===== src/rtl/uart_pkg.sv =====
// Shared UART definitions for the transmitter and the future receiver.
//   DATA_BITS           : bits per character
//   PAR_NONE/EVEN/ODD   : encodings of the PARITY build parameter
//   tx_state_e          : transmitter FSM states
package uart_pkg;

   localparam int unsigned DATA_BITS = 8;

   localparam int unsigned PAR_NONE = 0;
   localparam int unsigned PAR_EVEN = 1;
   localparam int unsigned PAR_ODD  = 2;

   typedef enum logic [2:0] {
      StIdle,
      StStart,
      StData,
      StParity,
      StStop
   } tx_state_e;

endpackage


===== src/rtl/uart_baud_cnt.sv =====
// Bit-period timer. Counts 0..CLKS_PER_BIT-1 and wraps; tick_o marks the last
// cycle of each bit period.
//   clk_i    : system clock
//   arst_n_i : asynchronous active-low reset (count = 0)
//   clr_i    : hold the count at 0 while asserted
//   tick_o   : high while the count equals CLKS_PER_BIT-1
module uart_baud_cnt #(
   parameter int unsigned CLKS_PER_BIT = 434
) (
   input  logic clk_i,
   input  logic arst_n_i,
   input  logic clr_i,
   output logic tick_o
);

   localparam int unsigned     CntW    = $clog2(CLKS_PER_BIT);
   localparam logic [CntW-1:0] LastCnt = CntW'(CLKS_PER_BIT - 1);

   logic [CntW-1:0] cnt_q, cnt_d;

   assign tick_o = (cnt_q == LastCnt);

   always_comb begin
      cnt_d = cnt_q;
      if (clr_i || tick_o) begin
         cnt_d = '0;
      end else begin
         cnt_d = cnt_q + CntW'(1);
      end
   end

   always_ff @(posedge clk_i or negedge arst_n_i) begin
      if (!arst_n_i) begin
         cnt_q <= '0;
      end else begin
         cnt_q <= cnt_d;
      end
   end

endmodule


===== src/rtl/uart_tx.sv =====
// UART transmitter: start bit, 8 data bits LSB first, optional parity, 1 stop.
//   clk_i    : system clock
//   arst_n_i : asynchronous active-low reset; abandons any frame in progress
//   data_i   : byte to send, sampled only on acceptance
//   valid_i  : byte offered; accepted when ready_o is high at the clock edge
//   ready_o  : idle, a byte can be accepted
//   tx_o     : serial line, idle high
//   busy_o   : frame in progress (inverse of ready_o)
module uart_tx
   import uart_pkg::*;
#(
   parameter int unsigned CLKS_PER_BIT = 434,
   parameter int unsigned PARITY       = PAR_NONE
) (
   input  logic       clk_i,
   input  logic       arst_n_i,
   input  logic [7:0] data_i,
   input  logic       valid_i,
   output logic       ready_o,
   output logic       tx_o,
   output logic       busy_o
);

   if (PARITY != PAR_NONE && PARITY != PAR_EVEN && PARITY != PAR_ODD) begin : g_bad_parity
      $error("uart_tx: PARITY must be 0 (none), 1 (even) or 2 (odd)");
   end
   if (CLKS_PER_BIT < 2) begin : g_bad_clks
      $error("uart_tx: CLKS_PER_BIT must be at least 2");
   end

   localparam logic [2:0] LastBit = 3'(DATA_BITS - 1);
   localparam logic       OddPar  = (PARITY == PAR_ODD);
   localparam logic       HasPar  = (PARITY != PAR_NONE);

   tx_state_e  state_q, state_d;
   logic [2:0] bit_idx_q, bit_idx_d;
   logic [7:0] shift_q, shift_d;
   logic       par_q, par_d;
   logic       tx_q, tx_d;
   logic       ready_q, ready_d;
   logic       busy_q, busy_d;
   logic       tick;

   // Counter is held at zero in idle so every frame starts on a fresh period.
   uart_baud_cnt #(
      .CLKS_PER_BIT(CLKS_PER_BIT)
   ) u_baud_cnt (
      .clk_i   (clk_i),
      .arst_n_i(arst_n_i),
      .clr_i   (state_q == StIdle),
      .tick_o  (tick)
   );

   // tx_d is the line value for the state being entered, so tx_o is a plain
   // flop output and cannot glitch.
   always_comb begin
      state_d   = state_q;
      bit_idx_d = bit_idx_q;
      shift_d   = shift_q;
      par_d     = par_q;
      tx_d      = tx_q;
      ready_d   = ready_q;

      unique case (state_q)
         StIdle: begin
            tx_d = 1'b1;
            if (valid_i && ready_q) begin
               shift_d   = data_i;
               par_d     = (^data_i) ^ OddPar;
               bit_idx_d = '0;
               state_d   = StStart;
               tx_d      = 1'b0;
               ready_d   = 1'b0;
            end
         end
         StStart: begin
            if (tick) begin
               state_d = StData;
               tx_d    = shift_q[0];
            end
         end
         StData: begin
            if (tick) begin
               shift_d = shift_q >> 1;
               if (bit_idx_q == LastBit) begin
                  if (HasPar) begin
                     state_d = StParity;
                     tx_d    = par_q;
                  end else begin
                     state_d = StStop;
                     tx_d    = 1'b1;
                  end
               end else begin
                  bit_idx_d = bit_idx_q + 3'd1;
                  tx_d      = shift_q[1];
               end
            end
         end
         StParity: begin
            if (tick) begin
               state_d = StStop;
               tx_d    = 1'b1;
            end
         end
         StStop: begin
            if (tick) begin
               state_d = StIdle;
               ready_d = 1'b1;
            end
         end
         default: begin
            state_d = StIdle;
            tx_d    = 1'b1;
            ready_d = 1'b1;
         end
      endcase

      busy_d = ~ready_d;
   end

   always_ff @(posedge clk_i or negedge arst_n_i) begin
      if (!arst_n_i) begin
         state_q   <= StIdle;
         bit_idx_q <= '0;
         shift_q   <= '0;
         par_q     <= 1'b0;
         tx_q      <= 1'b1;
         ready_q   <= 1'b1;
         busy_q    <= 1'b0;
      end else begin
         state_q   <= state_d;
         bit_idx_q <= bit_idx_d;
         shift_q   <= shift_d;
         par_q     <= par_d;
         tx_q      <= tx_d;
         ready_q   <= ready_d;
         busy_q    <= busy_d;
      end
   end

   assign tx_o    = tx_q;
   assign ready_o = ready_q;
   assign busy_o  = busy_q;

endmodule


===== config.mk =====
export PLATFORM = sky130hd
export DESIGN_NAME = uart_tx
export DESIGN_NICKNAME = d
export VERILOG_FILES = /design/src/rtl/uart_pkg.sv /design/src/rtl/uart_baud_cnt.sv /design/src/rtl/uart_tx.sv
export SDC_FILE = /design/constraint.sdc
export NUM_CORES = 1
export LEC_CHECK = 0
export BUFFER_PORTS_ARGS = -buffer_cell sky130_fd_sc_hd__buf_2
export CAP_MARGIN = 20
export CORE_MARGIN = 4
export CORE_UTILIZATION = 40
export DETAILED_ROUTE_END_ITERATION = 10
export PLACE_DENSITY = 0.64
export SYNTH_ARGS = -nofsm -noshare
export SYNTH_HDL_FRONTEND = slang
export SYNTH_SLANG_ARGS = --single-unit

===== constraint.sdc =====
create_clock -name clk_i -period 1.87 [get_ports clk_i]
set_clock_uncertainty 0.2 [all_clocks]
set_input_delay 0.0935 -clock clk_i [delete_from_list [all_inputs] [get_ports clk_i]]
set_output_delay 0.0935 -clock clk_i [all_outputs]
set_load 0.02 [all_outputs]

-- Word level (Yosys, flattened, before mapping)
Index checks and enable logic that the tools add are counted.
- bits in registers: 26
- input bits: 11
- output and inout port bits: 3
- word-level logic and storage cells: 57
- add/subtract/negate cells: 2
- equal/unequal tests: 13
- muxes and demuxes: 24
- bitwise gates (word level): 2
- reduce and logical (&&, ||, !) cells: 9
- operators by type and width (kind ; count):
    $mux W3 ; 9
    $mux W8 ; 2
    $pmux W8 S2 ; 1
    $pmux W3 S5 ; 1
    $add A9 B1 Y9 const B ; 1
    $eq A9 B9 Y1 const B ; 1
    $mux W9 ; 1
    $ne A2 B1 Y1 const B ; 4
    $reduce_and A4 Y1 ; 2
    $mux W1 ; 7
    $eq A3 B2 Y1 const B ; 2
    $eq A3 B3 Y1 const B ; 2
    $ne A2 B2 Y1 const B ; 3
    $pmux W3 S2 ; 1
    $reduce_and A6 Y1 ; 1
    $pmux W1 S5 ; 1
    $add A3 B1 Y3 const B ; 1
    $eq A3 B1 Y1 const B ; 1
    $logic_not A3 Y1 ; 1
    $pmux W1 S3 ; 1
    $reduce_and A3 Y1 ; 1
    $reduce_or A3 Y1 ; 1
    $not A1 Y1 ; 2
    $reduce_bool A2 Y1 ; 1
    other kinds (2) ; 2

-- Depth between registers and ports, before layout
- depth after elaboration: 4
- depth in mapped cells: 6
- mapped depth without buffers: 6

-- Modules after synthesis
From an unflattened synthesis, not the netlist that was laid out.
- cell total of the unflattened synthesis: 128
- area, all modules: 1360.1 um^2
- by module, submodules not included (module ; instances ; cells an instance ; area each (um^2) ; seq. area each (um^2)):
    uart_tx ; 1 ; 80 ; 874.6 ; 427.9
    uart_baud_cnt ; 1 ; 48 ; 485.5 ; 225.2

-- Worst setup path before layout
OpenSTA, ideal clock, no wires.
- path type: reg2reg
- start point: register state_q[0]
- end point: register shift_q[1]
- setup time: 0.125 ns
- arrival time: 1.590 ns
- required time: 1.545 ns
- setup slack: -0.045 ns
- cell stages (with the launch flop): 5
- buffers on the path: 0
- clock period less this slack: 1.915 ns
- cells stage by stage: dfrtp_1 > or3_4 > or2_4 > o21ai_4 > mux2_2
- longest elaborated chain between the ends: 3
- elaborated cells between the ends (all ways): 7
- those cells by class: 3 x eq/ne; 1 x mux; 3 x reduce/logical
- ends and longest elaborated chain (what ; line ; source):
    start, declared ; uart_tx.sv:35 ; tx_state_e state_q, state_d;
    start signal, assigned ; uart_tx.sv:123 ; state_q <= StIdle;
    start signal, assigned ; uart_tx.sv:131 ; state_q <= state_d;
    $eq A3 B2 Y1 or $logic_not A3 Y1 (tied branches) ; uart_tx.sv:64 ; unique case (state_q)
    $ne A2 B1 Y1 (no line), or another cell as far along ; n/a ;
    $reduce_and A3 Y1 (no line) ; n/a ;
    end signal, assigned ; uart_tx.sv:133 ; shift_q <= shift_d;
    end, declared ; uart_tx.sv:37 ; logic [7:0] shift_q, shift_d;
Several ways; a longest one is shown, not always the timed one.
A chain may end at the register's enable or synchronous reset.

-- Worst setup path after layout
- start point: register state_q[1]
- end point: register shift_q[6]
Same word-level chain as after synthesis.

==> results.ini <==
[outcome]
status = finished, violations left
failed_checks = negative setup slack

[timing]
fin_crit_sh_pct = 101
hold_viol = 0
max_freq_ghz = 0.531
finalWorstSetupSlack_ns = -0.0118
worstMarginPinSlew_ns = 0.578
setup_tns_ns = -0.0146
finalCriticalPeriod_ns = 1.88
drv_slew = 0
max_slew_margin_pct = 61.5
finalSetupViolCount = 3
rsz0062_at_grt = yes

[critical_path]
rrSetupSlack_ns = -0.01
arrival_ns = 1.88
rr_worst_depth = 5
endpoint_kind = register
worst-path-buf-inv = 1
worstPathMaxFanout = 8
path_cells = or3_4 > or2_4 > o21ai_4 > buf_12 > mux2_4
max_stage_delay_ns = 0.43
reg2reg_to = shift_q[6]$_DFFE_PN0P_
startpoint = state_q[1]$_DFFE_PN0P_
worstSetupPathType = register to register
reg2reg_from = state_q[1]$_DFFE_PN0P_
worstSetupStartpointType = register
crit_required_ns = 1.87
endpoint = shift_q[6]$_DFFE_PN0P_
cpLargestDelayFamily = simple AND/OR/NAND/NOR gates
cp_slowest_cell = dfrtp_1
cp.depth = 5

[cells_and_area]
design_area_um2 = 1790
drive_gt1_share_pct = 32.7
syn_to_final_growth_pct = 27.3
layoutNonFillerInstCount = 211
fillers = 296
seq_area_um2 = 653
insertedDiodeCount = 0
nets = 181
multi_input_area_um2 = 731

[route]
via_per_inst = 4.96
ant_nets = 0
drc = 0
wl_per_cell_um = 12.8
drt-initial-drc-count = 26
drt-total-wl_mm = 2.70
drt-pass1-iter-count = 4
dr_total_vias = 1046

[job]
drv_cap = 0

[placement]
gp_congestion = 0.810
placed_cells = 194
post_dp_cell_area_um2 = 1610
io_buffers = 13
dp_hpwl_mm = 2.01

[die]
die_h_um = 67.3
io_pins = 14
dieArea_um2 = 4530
start_util_pct = 41.9
die_w_um = 67.3
rows = 21
core_um2 = 3360

[global_route]
grt_usage_pct = 13.2
antenna_found_initial = 0
grt_max_degree = 27
grt.overflow.total = 0
grt_pass1_wl_mm = 4.65
grt_pass1_vias = 1057

[synth]
yosysSeqAreaShare_pct = 46.4
synth_cells = 127
ys_warn_count = 0
syn_nets = 142
synth_area_per_cell_um2 = 11.1
syn_area_um2 = 1410
yosysUniqueCellTypes = 38
synth-seq-cells = 26

[clock_tree]
cts_buffers = 3
clkTransAtPathRegs_ns = 0.14
cts-htree-levels = 1
clk_path_buf_depth = 2
clockRootBuffer = clkbuf_4
cts_tree = yes
cts_sinks = 26
clk_latency_ns = 0.31

[power]
vdd_drop_max_v = 0.000230
cellPowerDensity_nw_per_um2 = 494
p_leak_uw = 0.000803

[hold_path]
holdCritPathClass = input pin to async pin

cell usage after synthesis:
cell       n  area (µm²)
nand3b_1   1        7.51
and4b_1    1        10.0
or2_4      1        8.76
and2_1     1        6.26
nand3_1    9        45.0
o22a_1     1        8.76
ha_1       4        50.1
o21ai_0    4        20.0
nand2_1   10        37.5
a32oi_1    1        8.76
clkbuf_1   2        7.51
or3_4      1        11.3
o21ai_4    1        16.3
nand2b_1   2        12.5
or3b_4     1        11.3
inv_1      5        18.8
mux2_4    10         150
nand4b_4   1        23.8
nor2_1    14        52.6
nor4b_1    1        8.76
xor2_1     2        17.5
nor3_1     4        20.0
buf_6      1        11.3
a21o_1     1        7.51
a21boi_0   1        7.51
a221oi_1   1        8.76
o22ai_1    2        12.5
dfrtp_1   24         601
mux2_2     3        33.8
xnor2_1    5        43.8
nor4_1     1        6.26
nand4_1    4        25.0
o22a_2     1        10.0
o41ai_1    1        8.76
and2b_2    1        8.76
a21oi_1    1        5.00
and4bb_1   1        12.5
dfstp_2    2        52.6
power breakdown:
part / internal, µW / leakage [µW] / switching (µW)
combinational: 29.5 / 0.000471 / 19.1
sequential: 562 / 0.000310 / 0
clock: 119 / 0.0000210 / 155
cell type report:
cell class	instances	area share, %
Clock buffer	4	2.03
Inverter	5	1.05
Multi-Input combinational cell	93	40.8
Sequential cell	26	36.5
Tap cell	46	3.21
Timing Repair Buffer	37	16.5
registers in the layout (all words and copies together), names as in the netlist:
register,flops
bit_idx_q,3
busy_o,1
ready_o,1
shift_q,8
state_q,3
tx_o,1
u_baud_cnt.cnt_q,9
per-layer routing:
layer / part of all wire, % / routed length [µm] / track usage (%) / vias up
met5: 0 / 0 / 0 / -
met4: 0.56 / 15 / 3.04 / 0
met3: 2.3 / 63 / 2.00 / 2
met2: 51 / 1390 / 23.3 / 9
met1: 46 / 1230 / 16.8 / 507
li1: - / - / - / 528
worst min-delay path by stage:
stage / startpoint / to / slack [ns] / cells after the start
after floorplan: arst_n_i / bit_idx_q[0]$_DFFE_PN0P_ / -0.40 / 0
after global placement: arst_n_i / busy_o$_DFF_PN0_ / -0.08 / 1
after detailed placement: arst_n_i / busy_o$_DFF_PN0_ / -0.07 / 1
after CTS: arst_n_i / shift_q[0]$_DFFE_PN0P_ / 0.10 / 2
after global routing: arst_n_i / shift_q[2]$_DFFE_PN0P_ / 0.15 / 2
final: arst_n_i / shift_q[0]$_DFFE_PN0P_ / 0.09 / 2
logic make-up (layout without fill, tap and decap cells):
group,after synthesis,in the layout,share of synthesized area [%]
simple gates,54,54,21.9
flops,26,26,46.4
compound gates,15,15,8.09
mux,13,13,13.1
buf+inv,8,46,2.67
xor+xnor,7,7,4.36
fa+ha+maj,4,4,3.56
timing repair:
item,CTS,global route
setup endpoints to repair,7,8
pin swaps,2,2
resized for setup,0,1
setup buffers,1,2
hold endpoints to repair,36,0
hold buffers,10,0
metrics by stage:
step / setup slack (ns) / hold slack (ns) / util [%] / total power (µW)
3_3_place_gp: 0.0241 / -0.0831 / 48.0 / 605
5_1_grt: -0.0521 / 0.151 / 53.3 / 929
3_5_place_dp: -0.00695 / -0.0697 / 48.0 / 607
4_1_cts: -0.00853 / 0.105 / 52.3 / 902
2_1_floorplan: 0.00296 / -0.402 / - / 584
6_report: -0.0118 / 0.0876 / 53.3 / 885
cells in the final DEF (no fill, tap or decap), types with 3 or more instances in the layout:
master,synthesis,layout
o21ai_0,4,4
nand4_1,4,4
nand2_1,10,10
nor2_1,14,14
dfrtp_1,24,24
clkbuf_4,0,3
dlygate4sd3_1,0,10
xnor2_1,5,5
mux2_4,10,12
nand3_1,9,9
nor3_1,4,4
buf_4,0,12
inv_1,5,5
ha_1,4,4
buf_2,0,13
worst register-to-register path, cell delays in order (launching register included):
cell and delay (ns):
dfrtp_1 0.43, or3_4 0.37, or2_4 0.25, o21ai_4 0.07, buf_12 0.15, mux2_4 0.30
(Power assumes the default switching activity.)
